[src/rtl/pipe_pkg.sv]
// Shared definitions for the pipeline-stage boundaries.
// Holds per-boundary bundle widths and packed struct types, so each
// pipe_stage_reg instance can be wired up by struct.
package pipe_pkg;

  // Execute -> Memory boundary
  localparam int EM_CTRL_W = 8;
  localparam int EM_DATA_W = 101;

  // Memory -> Writeback boundary
  localparam int MW_CTRL_W = 6;
  localparam int MW_DATA_W = 101;

  typedef struct packed {
    logic       reg_we;
    logic       mem_we;
    logic       mem_re;
    logic [1:0] wb_sel;
    logic [2:0] ls_size;
  } em_ctrl_t;

  typedef struct packed {
    logic [31:0] alu_res;
    logic [31:0] store_data;
    logic [4:0]  rd;
    logic [31:0] pc_plus4;
  } em_data_t;

  typedef struct packed {
    logic       reg_we;
    logic [1:0] wb_sel;
    logic [2:0] ls_size;
  } mw_ctrl_t;

  typedef struct packed {
    logic [31:0] alu_res;
    logic [31:0] load_data;
    logic [4:0]  rd;
    logic [31:0] pc_plus4;
  } mw_data_t;

endpackage

[src/rtl/pipe_entry_reg.sv]
// Single pipeline entry: valid flag plus control and data bundles.
// Ports:
//   clk, rst_n          clock, async active-low reset
//   i_load              capture i_ctrl/i_data and mark the entry valid
//   i_clear             invalidate the entry and zero its control; data holds
//   i_ctrl, i_data      incoming bundles
//   o_valid, o_ctrl, o_data  held entry
// Clear wins over load; the control bundle is zero whenever the entry is invalid.
module pipe_entry_reg
  import pipe_pkg::*;
#(
  parameter int CTRL_W = EM_CTRL_W,
  parameter int DATA_W = EM_DATA_W
) (
  input  logic              clk,
  input  logic              rst_n,
  input  logic              i_load,
  input  logic              i_clear,
  input  logic [CTRL_W-1:0] i_ctrl,
  input  logic [DATA_W-1:0] i_data,
  output logic              o_valid,
  output logic [CTRL_W-1:0] o_ctrl,
  output logic [DATA_W-1:0] o_data
);

  logic              r_valid;
  logic [CTRL_W-1:0] r_ctrl;
  logic [DATA_W-1:0] r_data;

  always_ff @(posedge clk or negedge rst_n) begin
    if (!rst_n) begin
      r_valid <= 1'b0;
      r_ctrl  <= '0;
      r_data  <= '0;
    end else if (i_clear) begin
      r_valid <= 1'b0;
      r_ctrl  <= '0;
    end else if (i_load) begin
      r_valid <= 1'b1;
      r_ctrl  <= i_ctrl;
      r_data  <= i_data;
    end
  end

  assign o_valid = r_valid;
  assign o_ctrl  = r_ctrl;
  assign o_data  = r_data;

endmodule

[src/rtl/pipe_stage_reg.sv]
// Elastic pipeline-stage register with valid/ready handshake, flush and
// an optional skid entry.
// Ports:
//   clk, rst_n            clock, async active-low reset
//   flush                 kill held entries and this cycle's input
//   in_valid/in_ready     upstream handshake; in_ctrl/in_data upstream bundles
//   out_valid/out_ready   downstream handshake; out_ctrl/out_data head entry
//   count                 number of held entries
// SKID=0: one entry, in_ready depends combinationally on out_ready.
// SKID=1: main + skid entry, in_ready comes straight from the skid flop.
module pipe_stage_reg
  import pipe_pkg::*;
#(
  parameter int CTRL_W = EM_CTRL_W,
  parameter int DATA_W = EM_DATA_W,
  parameter bit SKID   = 1'b1
) (
  input  logic              clk,
  input  logic              rst_n,
  input  logic              flush,
  input  logic              in_valid,
  output logic              in_ready,
  input  logic [CTRL_W-1:0] in_ctrl,
  input  logic [DATA_W-1:0] in_data,
  output logic              out_valid,
  input  logic              out_ready,
  output logic [CTRL_W-1:0] out_ctrl,
  output logic [DATA_W-1:0] out_data,
  output logic [1:0]        count
);

  logic              w_main_valid;
  logic [CTRL_W-1:0] w_main_ctrl;
  logic [DATA_W-1:0] w_main_data;
  logic              w_skid_valid;
  logic [CTRL_W-1:0] w_skid_ctrl;
  logic [DATA_W-1:0] w_skid_data;

  logic              w_accept;
  logic              w_pop;
  logic              w_from_skid;
  logic              w_main_load;
  logic              w_main_clear;
  logic [CTRL_W-1:0] w_main_ctrl_in;
  logic [DATA_W-1:0] w_main_data_in;

  assign in_ready = SKID ? !w_skid_valid : (!w_main_valid || out_ready);

  assign w_pop       = w_main_valid && out_ready;
  assign w_accept    = in_valid && in_ready && !flush;
  // A popping main refills from skid first; in_ready is low then, so no input competes.
  assign w_from_skid = w_skid_valid && w_pop;

  assign w_main_load  = !flush && (w_from_skid || (w_accept && (!w_main_valid || w_pop)));
  assign w_main_clear = flush || (w_pop && !w_main_load);

  assign w_main_ctrl_in = w_from_skid ? w_skid_ctrl : in_ctrl;
  assign w_main_data_in = w_from_skid ? w_skid_data : in_data;

  pipe_entry_reg #(.CTRL_W(CTRL_W), .DATA_W(DATA_W)) u_main (
    .clk     (clk),
    .rst_n   (rst_n),
    .i_load  (w_main_load),
    .i_clear (w_main_clear),
    .i_ctrl  (w_main_ctrl_in),
    .i_data  (w_main_data_in),
    .o_valid (w_main_valid),
    .o_ctrl  (w_main_ctrl),
    .o_data  (w_main_data)
  );

  generate
    if (SKID) begin : g_skid
      logic w_skid_load;
      logic w_skid_clear;

      // Main is full and holding: the accepted entry parks in skid.
      assign w_skid_load  = w_accept && w_main_valid && !w_pop;
      assign w_skid_clear = flush || w_from_skid;

      pipe_entry_reg #(.CTRL_W(CTRL_W), .DATA_W(DATA_W)) u_skid (
        .clk     (clk),
        .rst_n   (rst_n),
        .i_load  (w_skid_load),
        .i_clear (w_skid_clear),
        .i_ctrl  (in_ctrl),
        .i_data  (in_data),
        .o_valid (w_skid_valid),
        .o_ctrl  (w_skid_ctrl),
        .o_data  (w_skid_data)
      );
    end else begin : g_no_skid
      assign w_skid_valid = 1'b0;
      assign w_skid_ctrl  = '0;
      assign w_skid_data  = '0;
    end
  endgenerate

  assign out_valid = w_main_valid;
  assign out_ctrl  = w_main_ctrl;
  assign out_data  = w_main_data;
  assign count     = {1'b0, w_main_valid} + {1'b0, w_skid_valid};

endmodule

[config.mk]
export PLATFORM = sky130hd
export DESIGN_NAME = pipe_stage_reg
export DESIGN_NICKNAME = d
export VERILOG_FILES = /design/src/rtl/pipe_pkg.sv /design/src/rtl/pipe_entry_reg.sv /design/src/rtl/pipe_stage_reg.sv
export SDC_FILE = /design/constraint.sdc
export NUM_CORES = 1
export LEC_CHECK = 0
export BUFFER_PORTS_ARGS = -buffer_cell sky130_fd_sc_hd__buf_2
export CELL_PAD_IN_SITES_DETAIL_PLACEMENT = 1
export CELL_PAD_IN_SITES_GLOBAL_PLACEMENT = 2
export CORE_MARGIN = 1.5
export CORE_UTILIZATION = 35
export DETAILED_ROUTE_END_ITERATION = 10
export PLACE_DENSITY = 0.82
export SLEW_MARGIN = 5
export SYNTH_ARGS = -nofsm -noshare
export SYNTH_HDL_FRONTEND = slang
export SYNTH_HIERARCHICAL = 1
export SYNTH_SLANG_ARGS = --single-unit
[constraint.sdc]
create_clock -name clk -period 2.8 [get_ports clk]
set_input_delay 0.14 -clock clk [delete_from_list [all_inputs] [get_ports clk]]
set_output_delay 0.14 -clock clk [all_outputs]
set_load 0.02 [all_outputs]
### After elaboration in Yosys (flattened, before gate mapping)

Cells that the tools add are included.

| word-level totals | value |
|---|---|
| register bits | 220 |
| input bits | 114 |
| output and inout port bits | 113 |
| logic and storage cells | 41 |

| cells by class | value |
|---|---|
| add/sub/neg operators | 1 |
| muxes and demuxes | 10 |
| bitwise gates (word level) | 2 |
| reductions and logical operators | 22 |

Operator list:

| operator | number |
|---|---|
| 101-bit two-way mux | 1 |
| 8-bit two-way mux | 5 |
| 1-bit logical AND | 9 |
| 1-bit logical NOT | 5 |
| 1-bit logical OR | 4 |
| 1-bit two-way mux | 4 |
| 2-bit AND reduction | 2 |
| 2-bit nonzero test | 2 |
| 1-bit by 1-bit adder with 2-bit output | 1 |
| 1-bit inverter | 2 |

### Longest topological paths before layout

| logic depth | value |
|---|---|
| word-level depth | 11 |
| depth in mapped cells | 9 |

### Modules after synthesis

Netlist, hierarchy kept.

Modules (own cells, without submodules):

| module | times used | cells an instance | area each (um^2) | seq. area each (um^2) |
|---|---|---|---|---|
| pipe_entry_reg | 2 | 243 | 4,583.1 | 2,752.6 |
| pipe_stage_reg | 1 | 132 | 1,800.5 | 0.0 |

### Worst setup path before layout

No wires, ideal clock.

| timing | value |
|---|---|
| kind | reg2reg |
| from | register u_main.r_valid (netlist: u_main/o_valid) |
| to | register u_main.r_data[10] (netlist: u_main/o_data[10]) |
| library setup time | 0.125 ns |
| arrival | 2.075 ns |
| path slack | 0.599 ns |
| stages on the path, launching flop included | 8 |
| path buffers | 3 |
| clock period less this slack | 2.201 ns |
| cell sequence | dfrtp_1 > or2_2 > a221oi_1 > buf_6 > nor2b_4 > buf_12 > buf_12 > mux2_4 |

| on the way | value |
|---|---|
| word-level cells in the longest chain between the ends | 10 |
| elaborated cells between the ends (all ways) | 13 |
| those cells by class | mux (1); bitwise (1); reduce/logical (11) |

RTL lines:

| item | RTL line | source |
|---|---|---|
| start, declared | pipe_entry_reg.sv:26 | `logic r_valid;` |
| start signal, assigned | pipe_entry_reg.sv:32 | `r_valid <= 1'b0;` |
| start signal, assigned | pipe_entry_reg.sv:36 | `r_valid <= 1'b0;` |
| start signal, assigned | pipe_entry_reg.sv:39 | `r_valid <= 1'b1;` |
| 1-bit logical NOT / 1-bit logical AND (equally long branches) | pipe_stage_reg.sv:54, pipe_stage_reg.sv:49 |  |
| 1-bit logical OR | pipe_stage_reg.sv:54 | `assign w_main_load = !flush && (w_from_skid \|\| (w_accept && (!w_main_valid \|\| w_pop)));` |
| 1-bit logical AND | pipe_stage_reg.sv:54 |  |
| 1-bit logical OR * | pipe_stage_reg.sv:54 |  |
| 1-bit logical AND * | pipe_stage_reg.sv:54 |  |
| named net w_main_load | pipe_stage_reg.sv:42 | `logic w_main_load;` |
| 1-bit logical NOT | pipe_stage_reg.sv:55 | `assign w_main_clear = flush \|\| (w_pop && !w_main_load);` |
| 1-bit logical AND | pipe_stage_reg.sv:55 |  |
| 1-bit logical OR | pipe_stage_reg.sv:55 |  |
| 1-bit inverter (no line) | - |  |
| 2-bit AND reduction (no line) * | - |  |
| end signal, assigned | pipe_entry_reg.sv:41 | `r_data <= i_data;` |
| end, declared | pipe_entry_reg.sv:28 | `logic [DATA_W-1:0] r_data;` |

The timed path passes the listed nets; every way through them passes the cells marked *.
A chain may end at the register's enable or synchronous reset.

### Worst setup path in the final report

| timing | value |
|---|---|
| from | register u_main.r_valid (netlist: u_main/o_valid) |
| to | register u_main.r_data[100] (netlist: u_main/o_data[100]) |

Same word-level chain as after synthesis.

==> impl_metrics.csv <==
group,metric,value,unit
logic_synthesis,synthesis.area,11000,um^2
layout,finalCoreUtilization,46.2,%
die,core_ar,30700,um^2
layout,nets,1072,
logic_synthesis,postSynthCellCount,618,
grt,grt_usage,15.6,%
sta,report.final.hold_viol_count,0,
sta,hold_slack,0.166,ns
grt,grt_antenna_before_repair,0,
route,drc_errors,16,
sta,setup_repair_after_global_routing_missed_its_margin,"no",
worst_setup_path,critPathLaunchType,"register",
grt,wire_length_of_the_first_global_routing_pass,41.1,mm
clock_tree,clkLatencyLatePin,0.52,ns
route,vias,6344,
placement,dpl.hpwl,15.3,mm
hold_path,hold_path.class,"input pin to async pin",
sta,finalCritPeriodShare,83.6,%
die,num_rows,64,
logic_synthesis,synth_nets,733,
grt,grt_pass1_vias,7299,
worst_setup_path,arrival,2.75,ns
die,die_y,180,um
worst_setup_path,required,3.20,ns
worst_setup_path,timing_worst_setup_path_type,"register to register",
logic_synthesis,area_leader_netlist,"sky130_fd_sc_hd__dfrtp_1",
flow_run,cap_viol_max_count,0,
clock_tree,tritoncts_clock_tree,"done",
logic_synthesis,seq_area_frac_synth,50.2,%
logic_synthesis,postSynthRegisterBits,220,
grt,grt_max_degree,65,
sta,finalWorstPathRequiredPeriod,2.34,ns
route,drt_iter0_markers,204,
route,routed_via_density,4.62,
run_status,run_status,"finished with violations",
layout,antenna_cells,0,
clock_tree,post_cts.repair.setup_buffers,0,
layout,final.fill_count,3114,
route,drt-wirelength-per-cell,18.2,um
sta,timing.clock.skew,0.00738,ns
sta,final-max-slew-violation-count,0,
logic_synthesis,yosysUniqueCellTypes,19,
worst_setup_path,crit_fanout,57,
placement,place.port_buffers,226,
die,start_util,35.7,%
logic_synthesis,synth_top_cell_area_share,50.2,%
logic_synthesis,ys.warnings.count,6,
layout,layout-drive-gt1-share,60.8,%
run_status,violations,"DRC",
route,antenna_left,0,
sta,slew-limit-headroom,66.4,%
die,chipWidth,180,um
route,firstDrtPassIters,7,
clock_tree,cts_buffer_depth,3,
clock_tree,numClockSinks,220,
logic_synthesis,postSynthAreaPerCell,17.7,um^2
worst_setup_path,critical_path.endpoint_type,"register",
sta,setup_viol_count_final,0,
sta,worst_pin_slew,0.504,ns
power,power_density,713,nW/um^2
clock_tree,cts-buffers-inserted,27,
sta,fin_setup_tns,0,ns
power,irDropWorstVdd,0.000413,V
route,total_routed_wirelength,25.0,mm
layout,layout_area_overhead,29.5,%
sta,clock.fmax,427,MHz
die,top_level_ports,227,
power,p_leak,7.11,nW
clock_tree,ctsRootBufferMaster,"sky130_fd_sc_hd__clkbuf_16",
logic_synthesis,ys_top_cells_by_area,"sky130_fd_sc_hd__dfrtp_1 (50%), sky130_fd_sc_hd__mux2_4 (38%), sky130_fd_sc_hd__buf_12 (3.7%), sky130_fd_sc_hd__mux2_2 (3.3%), sky130_fd_sc_hd__mux2i_1 (1.5%)",
grt,grt_overflow,0,
placement,gpl.final_weighted_congestion,0.730,
clock_tree,cts.clk_slew.worst_paths,0.06,ns
die,floorplan.die_area,32400,um^2
clock_tree,clock_tree.htree_level_count,1,
worst max-delay path: stages, from the launching register on:
cell and delay, ns:
sky130_fd_sc_hd__dfrtp_1 0.48, sky130_fd_sc_hd__or2_2 0.32, sky130_fd_sc_hd__a221oi_1 0.34, sky130_fd_sc_hd__nor2b_4 0.27
sky130_fd_sc_hd__buf_12 0.42, sky130_fd_sc_hd__mux2_2 0.39
logic make-up after synthesis:
kind of cell	synth area share (%)
simple gates	1.24
compound gates	0.171
flops	50.2
fa+ha+maj	0.114
mux	42.9
buf+inv	5.33
Yosys cell counts (all sizes together):
master and instances:
nor2b 2, a41o 1, mux2 311, a221oi 1
nand3 1, nand2b 1, inv 2, buf 38
and4 1, dfrtp 220, mux2i 16, or2 1
nand2 1, ha 1, nor2 21
path summary, 6_finish.rpt:
kind / from / end / slack, ns / cells after the start
setup / recovery: u_main/o_valid / u_main/o_data[100] / 0.46 / 5
hold reg to reg: u_main/o_data[100] / u_main/o_data[100] / 0.50 / 1
hold / removal: rst_n / g_skid.u_skid/o_data[36] / 0.17 / 2
min in group clk: flush / u_main/o_valid / 0.20 / 5
max in group asynchronous: rst_n / g_skid.u_skid/o_data[17] / 1.88 / 3
setup reg to reg: u_main/o_valid / u_main/o_data[100] / 0.46 / 5
flip-flops by register name (all words and copies together), names as in the netlist:
name                   cells
g_skid.u_skid/o_ctrl       8
g_skid.u_skid/o_data     101
u_main/o_valid             1
u_main/o_data            101
g_skid.u_skid/o_valid      1
u_main/o_ctrl              8
cell usage in the layout (no fill, tap or decap):
cell,Yosys,routed
sky130_fd_sc_hd__nand3_4,0,1
sky130_fd_sc_hd__mux2_2,32,32
sky130_fd_sc_hd__and4_1,1,1
sky130_fd_sc_hd__bufinv_16,0,2
sky130_fd_sc_hd__a221oi_1,1,1
sky130_fd_sc_hd__buf_2,3,225
sky130_fd_sc_hd__mux2i_1,16,16
sky130_fd_sc_hd__or2_2,1,1
sky130_fd_sc_hd__clkbuf_16,0,27
sky130_fd_sc_hd__inv_1,2,2
sky130_fd_sc_hd__inv_8,0,1
sky130_fd_sc_hd__clkbuf_8,0,4
sky130_fd_sc_hd__buf_8,0,1
sky130_fd_sc_hd__nand2_1,1,1
sky130_fd_sc_hd__clkbuf_1,0,8
sky130_fd_sc_hd__buf_4,2,4
sky130_fd_sc_hd__clkinv_2,0,4
sky130_fd_sc_hd__nor2_1,21,21
sky130_fd_sc_hd__buf_12,20,8
sky130_fd_sc_hd__nand2b_1,1,1
sky130_fd_sc_hd__nor2b_4,2,2
sky130_fd_sc_hd__dfrtp_1,220,220
sky130_fd_sc_hd__clkinvlp_4,0,2
sky130_fd_sc_hd__ha_1,1,1
sky130_fd_sc_hd__a41o_1,1,1
sky130_fd_sc_hd__mux2_4,279,279
sky130_fd_sc_hd__dlygate4sd3_1,0,110
through the flow:
step,power (mW),area (um^2),instances,setup WS [ns]
final,10.1,14200,1372,0.458
after global routing,10.6,14200,1372,0.291
after CTS,10.3,14200,1372,0.428
after detailed placement,6.64,12200,1214,0.437
after global placement,6.56,12200,1214,0.459
after floorplan,5.83,11000,618,0.599
power by group:
group / switching (mW) / internal, mW / total, mW
clock network: 1.34 / 2.06 / 3.40
logic: 1.10 / 1.37 / 2.47
registers: 0.397 / 3.85 / 4.25
total: 2.84 / 7.29 / 10.1
area by class of cell:
cell class              count  area (um^2)  share of cell area (%)
clock inverters             9          106                   0.749
clock buffers              39          761                    5.36
repair buffers            348         2430                    17.1
multi-input cells         358         4890                    34.4
well taps                 396          495                    3.49
flip-flops and latches    220         5510                    38.8
inverters                   2         7.51                  0.0529
metal layers:
layer	up-vias	GRT usage (%)	share of wire, %
li1	2876	-	-
met1	3256	21.0	46
met2	175	25.6	47
met3	37	3.44	5.6
met4	0	3.63	2.1
met5	-	0	0
repair_timing:
action | 4_1_cts | 5_1_grt
hold buffers | 110 | 0
hold endpoints to repair | 261 | 0
setup endpoints to repair | 0 | 0
resized for setup | 0 | 0
No activity file was read; power rests on OpenSTA's default activity.
